===== config.mk =====
export PLATFORM = sky130hd
export DESIGN_NAME = gf571_reduce
export DESIGN_NICKNAME = d
export VERILOG_FILES = /design/src/rtl/gf571_pkg.sv /design/src/rtl/gf571_fold.sv /design/src/rtl/gf571_reduce.sv
export SDC_FILE = /design/constraint.sdc
export NUM_CORES = 2
export LEC_CHECK = 0
export BUFFER_PORTS_ARGS = -buffer_cell sky130_fd_sc_hd__buf_2
export CAP_MARGIN = 5
export CORE_AREA = 10 10 667 669
export DETAILED_ROUTE_END_ITERATION = 7
export DIE_AREA = 0 0 677 679
export GPL_TIMING_DRIVEN = 0
export RECOVER_POWER = 50
export SYNTH_ARGS = -nofsm -noshare
export SYNTH_HDL_FRONTEND = slang
export SYNTH_SLANG_ARGS = --single-unit

===== constraint.sdc =====
create_clock -name clk -period 2.3 [get_ports clk]
set_clock_uncertainty 0.05 [all_clocks]
set_input_delay 0.115 -clock clk [delete_from_list [all_inputs] [get_ports clk]]
set_output_delay 0.115 -clock clk [all_outputs]
set_load 0.01 [all_outputs]

===== src/rtl/gf571_pkg.sv =====
// Shared constants, reduction taps and FSM state type for the B-571 reduction stage.
// f(x) = x^571 + x^10 + x^5 + x^2 + 1
package gf571_pkg;

  localparam int M      = 571;
  localparam int PROD_W = 2 * M;
  localparam int PART_W = M + 10;

  // Low-order exponents of f(x); x^571 folds onto x^10 + x^5 + x^2 + 1.
  localparam int NTAPS = 4;
  localparam int TAPS [NTAPS] = '{10, 5, 2, 0};

  typedef enum logic [1:0] {
    S_IDLE  = 2'd0,
    S_FOLD1 = 2'd1,
    S_FOLD2 = 2'd2,
    S_HOLD  = 2'd3
  } state_e;

endpackage


===== src/rtl/gf571_fold.sv =====
// Combinational fold: lo ^ sum over taps t of (hi << t), for a high part of any width.
module gf571_fold
  import gf571_pkg::*;
#(
  parameter int HW    = M,
  parameter int OUT_W = PART_W
) (
  input  logic [HW-1:0]    hi,
  input  logic [M-1:0]     lo,
  output logic [OUT_W-1:0] folded
);

  logic [OUT_W-1:0] hi_ext;

  assign hi_ext = OUT_W'(hi);

  always_comb begin
    folded = OUT_W'(lo);
    for (int t = 0; t < NTAPS; t++) begin
      folded = folded ^ (hi_ext << TAPS[t]);
    end
  end

endmodule


===== src/rtl/gf571_reduce.sv =====
// Two-pass reduction of an unreduced 1142-bit GF(2) product modulo the B-571 pentanomial,
// with valid/ready on both sides. First pass leaves at most 10 bits above x^570, second clears them.
module gf571_reduce #(
  parameter int M = 571
) (
  input  logic           clk,
  input  logic           rst_n,
  input  logic           in_valid,
  output logic           in_ready,
  input  logic [2*M-1:0] in_d,
  output logic           out_valid,
  input  logic           out_ready,
  output logic [M-1:0]   out_r
);

  import gf571_pkg::*;

  if (M != 571) begin : g_bad_m
    $error("gf571_reduce: only M=571 is supported");
  end

  state_e              state_q, state_d;
  logic [PROD_W-1:0]   prod_q, prod_d;
  logic [PART_W-1:0]   part_q, part_d;
  logic [M-1:0]        out_r_q, out_r_d;
  logic                out_valid_q, out_valid_d;

  logic [PART_W-1:0]   fold1_p;
  logic [M-1:0]        fold2_r;
  logic                accept;

  gf571_fold #(
    .HW    (M),
    .OUT_W (PART_W)
  ) u_fold1 (
    .hi     (prod_q[PROD_W-1:M]),
    .lo     (prod_q[M-1:0]),
    .folded (fold1_p)
  );

  // Second pass: the 10-bit overflow lands at degree <= 19, so M bits suffice.
  gf571_fold #(
    .HW    (PART_W - M),
    .OUT_W (M)
  ) u_fold2 (
    .hi     (part_q[PART_W-1:M]),
    .lo     (part_q[M-1:0]),
    .folded (fold2_r)
  );

  assign in_ready  = (state_q == S_IDLE) | ((state_q == S_HOLD) & out_ready);
  assign accept    = in_valid & in_ready;
  assign out_valid = out_valid_q;
  assign out_r     = out_r_q;

  always_comb begin
    state_d     = state_q;
    prod_d      = prod_q;
    part_d      = part_q;
    out_r_d     = out_r_q;
    out_valid_d = out_valid_q;
    case (state_q)
      S_IDLE: begin
        if (accept) begin
          prod_d  = in_d;
          state_d = S_FOLD1;
        end
      end
      S_FOLD1: begin
        part_d  = fold1_p;
        state_d = S_FOLD2;
      end
      S_FOLD2: begin
        out_r_d     = fold2_r;
        out_valid_d = 1'b1;
        state_d     = S_HOLD;
      end
      S_HOLD: begin
        if (out_ready) begin
          out_valid_d = 1'b0;
          if (accept) begin
            prod_d  = in_d;
            state_d = S_FOLD1;
          end else begin
            state_d = S_IDLE;
          end
        end
      end
      default: begin
        state_d     = S_IDLE;
        out_valid_d = 1'b0;
      end
    endcase
  end

  always_ff @(posedge clk or negedge rst_n) begin
    if (!rst_n) begin
      state_q     <= S_IDLE;
      prod_q      <= '0;
      part_q      <= '0;
      out_r_q     <= '0;
      out_valid_q <= 1'b0;
    end else begin
      state_q     <= state_d;
      prod_q      <= prod_d;
      part_q      <= part_d;
      out_r_q     <= out_r_d;
      out_valid_q <= out_valid_d;
    end
  end

endmodule

After elaboration in Yosys (flattened, before gate mapping). Index checks and enable logic that the tools add are counted.

Equal/unequal tests: 5. Bitwise logic cells: 11. Multiplexer cells: 9. Reduce and logical (&&, ||, !) cells: 6.

Operator list (number): 1142-bit two-way mux (2); 1142-bit case mux with 2 select lines (1); 571-bit by 581-bit XOR with 581-bit output (1); 581-bit by 571-bit XOR with 581-bit output (1); 581-bit by 573-bit XOR with 581-bit output (1); 581-bit by 576-bit XOR with 581-bit output (1); 571-bit by 10-bit XOR with 571-bit output (1); 571-bit by 12-bit XOR with 571-bit output (1); 571-bit by 15-bit XOR with 571-bit output (1); 571-bit by 20-bit XOR with 571-bit output (1); 2-bit case mux with 4 select lines (1); 2-bit AND reduction (3); 2-bit equality test, second input constant (2); 2-bit two-way mux (2); 2-bit != test, second input constant (2); 2-bit nonzero test (2); 1-bit bitwise AND (2); 2-bit by 1-bit equality test with 1-bit output, second input constant (1); 2-bit zero test (1); 1-bit two-way mux (2); 1-bit case mux with 2 select lines (1); 1-bit OR (1).

Word-level logic and storage cells: 36. Register bits: 2297.

Longest topological paths before layout.
Word-level depth: 7. Mapped depth: 8.

Hierarchy. From an unflattened synthesis, not the netlist that was laid out.

Cells, all modules: 6903. Area total of the unflattened synthesis: 111300.5 µm².

Modules (own cells, without submodules): gf571_reduce (cells an instance 4867, area an instance 86427.9 µm², times used 1); gf571_fold at u_fold1 (cells an instance 1450, area an instance 20414.6 µm², times used 1); gf571_fold at u_fold2 (cells an instance 586, area an instance 4458.0 µm², times used 1).

Least setup slack after synthesis. OpenSTA, ideal clock, no wires.

Path kind: flip-flop to flip-flop. From: register state_q[0]. To: register prod_q[1000]. Setup slack: 0.281 ns. Stages on the path, launching flop included: 8. Clock period less this slack: 2.019 ns. Data required time: 2.125 ns. Data arrival time: 1.843 ns. Library setup time: 0.125 ns. Cells stage by stage: dfrtp_1 ha_1 mux2_1 nand2_2 buf_6 buf_6 buf_6 mux2_4.

Longest elaborated chain between the ends: 7.

Ends and longest elaborated chain: from (decl) (RTL line gf571_reduce.sv:22) `state_e state_q, state_d;`; from (signal assigned) (RTL line gf571_reduce.sv:104) `state_q <= state_d;`; 2-bit equality test (RTL line gf571_reduce.sv:51, gf571_reduce.sv:62); 1-bit bitwise AND (RTL line gf571_reduce.sv:51) `assign in_ready = (state_q == S_IDLE) | ((state_q == S_HOLD) & out_ready);`; 1-bit OR (RTL line gf571_reduce.sv:51); 1-bit bitwise AND (RTL line gf571_reduce.sv:52) `assign accept = in_valid & in_ready;`; 1142-bit two-way mux (2 in a row); 1142-bit case mux with 2 select lines (RTL line gf571_reduce.sv:62) `case (state_q)`; to (signal assigned) (RTL line gf571_reduce.sv:105) `prod_q <= prod_d;`; to (decl) (RTL line gf571_reduce.sv:23) `logic [PROD_W-1:0] prod_q, prod_d;`.

Parallel ways exist; a longest one is shown, timed or not. The select of a mux whose other input is x is not followed. A chain may end at the register's enable or synchronous reset.

Worst setup path in the final report.
From: register state_q[0]. To: register prod_q[1033].

The elaborated chain is that of the path after synthesis.

==> key figures <==
Setup path
  • Worst path max stage delay: 0.42 ns
  • CP arrival: 3.22 ns
  • CP Cell Sequence: inv_2 -> ha_4 -> mux2_4 -> nand2_8 -> buf_12 -> buf_16 -> buf_8 -> buf_16 -> clkbuf_16 -> mux2_4
  • CP Max Fanout: 8
  • Crit path max-delay family: buffers and inverters
  • Worst Setup End Kind: flip-flop
  • WP buf/inv: 6
  • Critical path class: reg2reg
  • Critical Path RT: between 3 and 4 ns
  • Slowest-stage cell, CP: dfrtp_2
  • Crit start category: flip-flop

Power and ir drop
  • Switching power total: 112 mW
  • Internal power: between 150 and 200 mW
  • Logic gate share of total power: 53.6%
  • Pwr Total: about 280 mW
  • PD cells: 1790 nW/um^2
  • Seq pwr share: 30.4%
  • Sw frac: between 30 and 40%
  • Leak: around 73 nW
  • Peak VDD IR: 1.17 mV
  • Clk pwr share: 16.0%

Detailed routing
  • Vias post-DR: 73,006
  • DRC viols: 0
  • Pre-Repair DR Iteration Count: 5
  • Antenna-violating nets left: 0
  • Total Wirelength: 478 mm
  • Via density: 4.36
  • Detailed Route Iter0 Violations: 4,815
  • Post-DR wirelength/cell: 28.6 um

Placed design
  • GPL Wtd Cong: 0.912
  • DP Area: between 100,000 and 150,000 um^2
  • Pre-CTS setup slack: -3.24 ns
  • Post-Place Cells: roughly 14,000
  • # port buffers: 1,718
  • Hpwl dp: 361 mm

Clocking
  • CTS Buffer Depth: 4
  • Clk_lat worst skew: 0.91 ns
  • Clock-pin slew on the worst setup and hold paths: ~0.060 ns
  • CTS tree: built
  • Num CTS Buffers: 278
  • Clk sink count: 2,297
  • H-tree depth: 5
  • Root Buffer: clkbuf_16

Yosys
  • Top cells by area, synth: dfrtp_1 (54%), mux2_2 (20%), xnor3_1 (12%)
  • Synth warnings: 0
  • Top-area cell type share of the netlist area: 53.7%
  • Main synth FF type: dfrtp_1
  • Flops & latches, synth: 2,297
  • Syn_nets: 7,535
  • Synth Cell Area: roughly 110,000 um^2
  • Asr flop ratio synth: 100%
  • Syn Area/Cell: 16.8 um^2
  • Synth Instances: about 6,400
  • Leading area contributor after synthesis: dfrtp_1
  • Number of flops mapped to enable cells by yosys: 0
  • Unique masters post-synth: 22
  • Seq/Total Area, Yosys: 53.7%

Finish
  • Post-layout nets: 11,877
  • Post-route design area: 158,000 um^2
  • Share of cells above drive strength 1: 43.5%
  • Layout Cells excl Fill: 16,748
  • Area Overhead vs Synth: 47.1%
  • Post-layout util: roughly 37%

Global routing
  • Met2 usage: around a third
  • Met1 usage: around 22%
  • Initial antenna violation count: 122
  • First-pass GRT wire length: 653 mm
  • Total gr overflow: 0
  • Gr usage total: 19.9%
  • Met3 Use GR: 6.12%
  • GRT busiest layer: met2
  • Largest net degree at the start of global routing: 146
  • Vias in the first global route: 79,282

Timing
  • Fmax: 399 MHz
  • Setup WS post-layout: -0.203 ns
  • Final Hold Fails: 0
  • Setup Viol. Count Final: about 850
  • Worst Tran Pin Value: 2.04 ns
  • Fin crit period: around 2.5 ns
  • Slew Limit Fails: 248
  • Final period utilization: 109%
  • RSZ-0062 raised after global routing: true
  • Final hold slack: 0.000289 ns
  • Setup TNS: -65.63 ns
  • Max transition margin: -36.3%

Job
  • Max-cap viol count: 3

Floorplan
  • Std-Cell Core Area: roughly 430,000 um^2
  • Die width: a little under 700 um
  • I/O pin cnt: between 1,500 and 2,000
  • Initial Util: 24.9%
  • Die area: 460,000 um^2
  • Die height: between 600 and 700 um
  • Row count: 241

Hold path
  • Hold crit path type: in2async

Run status
  • Outcome: finished with violations
  • Failing checks: max-capacitance violations, max-slew violations, negative setup slack
worst register-to-register path, stage by stage (launching register included):
cell and delay, ns:
dfrtp_2 0.42, inv_2 0.08, ha_4 0.16, mux2_4 0.30, nand2_8 0.10, buf_12 0.17
buf_16 0.22, buf_8 0.17, buf_16 0.16, clkbuf_16 0.29, mux2_4 0.30
cells in the mapped netlist, types with 2 or more instances:
cell	instances
dfrtp_1	2297
mux2_2	1896
xnor2_1	619
xnor3_1	561
mux2_4	380
xor2_1	299
buf_2	162
clkbuf_1	44
buf_6	43
buf_1	25
nor2_1	21
a21oi_1	20
ha_1	5
inv_1	3
nand2b_1	2
power groups by stage:
stage               Clock, mW  Combinational [mW]  Sequential (mW)
floorplan                   0                95.9             77.7
global placement            0                 144             85.7
detailed placement          0                 145             85.7
CTS                      46.1                 151             85.1
global route             47.7                 159             87.7
finish                   45.2                 151             85.6
sequential cells by signal, summed over array words and instances (netlist names):
signal     cells
out_r        571
out_valid      1
part_q       581
prod_q      1142
state_q        2
layer usage:
metal  part of all wire [%]  vias up
li1                       -    31239
met1                     37    37887
met2                     49     2960
met3                    8.2      888
met4                    5.5       32
met5                  0.036        -
cell usage in the layout (no fill, tap or decap), types with 3 or more instances in the layout:
master	instances
nor2_1	21
buf_2	1832
inv_16	5
clkbuf_4	9
clkbuf_16	294
clkinvlp_4	11
dlygate4sd3_1	2255
buf_12	49
clkinv_2	32
dfrtp_1	2295
ha_1	3
mux2_4	381
buf_6	15
xnor3_1	561
buf_1	14
buf_8	16
clkbuf_8	58
xor2_1	294
clkinv_8	7
inv_6	8
buf_16	30
clkbuf_2	19
buf_4	43
clkinv_16	8
a21oi_1	20
mux2_2	1896
bufinv_16	16
bufbuf_16	6
clkbuf_1	85
xor2_2	4
xnor2_1	618
diode_2	108
clkdlybuf4s25_1	4
area by class of cell:
cell class | instances | area, um^2
Multi-Input combinational cell | 3810 | 48100
Inverter | 3 | 11.3
Clock buffer | 393 | 7940
Fill cell | 40151 | 273000
Antenna cell | 108 | 270
Sequential cell | 2297 | 57500
Clock inverter | 91 | 1290
Timing Repair Buffer | 4063 | 32800
Tap cell | 5710 | 7140
Buffer | 273 | 2450
what timing repair did:
item / 4_1_cts / 5_1_grt
buffers inserted: 19 / 5
resized for setup: 190 / 97
endpoints found under the hold margin: 1904 / 414
gates cloned: 20 / 12
pin swaps: 3 / 0
hold buffers: 2265 / 5
setup endpoints to repair: 3416 / 1856
worst paths after layout:
check                            start            to  slack [ns]  depth (start not counted)
min in group clk             in_d[110]   prod_q[110]        0.09                          3
max                         state_q[0]  prod_q[1033]       -0.20                         10
min reg2reg                part_q[245]    out_r[245]        0.42                          1
max in group asynchronous        rst_n    out_r[555]       -0.02                         13
max reg2reg                 state_q[0]  prod_q[1033]       -0.20                         10
min                              rst_n    prod_q[61]      0.0003                          8
cells by family (layout without fill, tap and decap cells):
kind of cell    after synthesis  in the layout  synth area share, %
flops                      2297           2297                 53.7
mux                        2277           2277                 25.3
xor+xnor                   1479           1479                 19.3
buf+inv                     277           4823                 1.46
simple gates                 25             25               0.0946
compound gates               24             24                0.122
fa+ha+maj                     5              5               0.0584
other cells                   0            108                    0
Note: power is estimated with default switching activity, not from simulation.
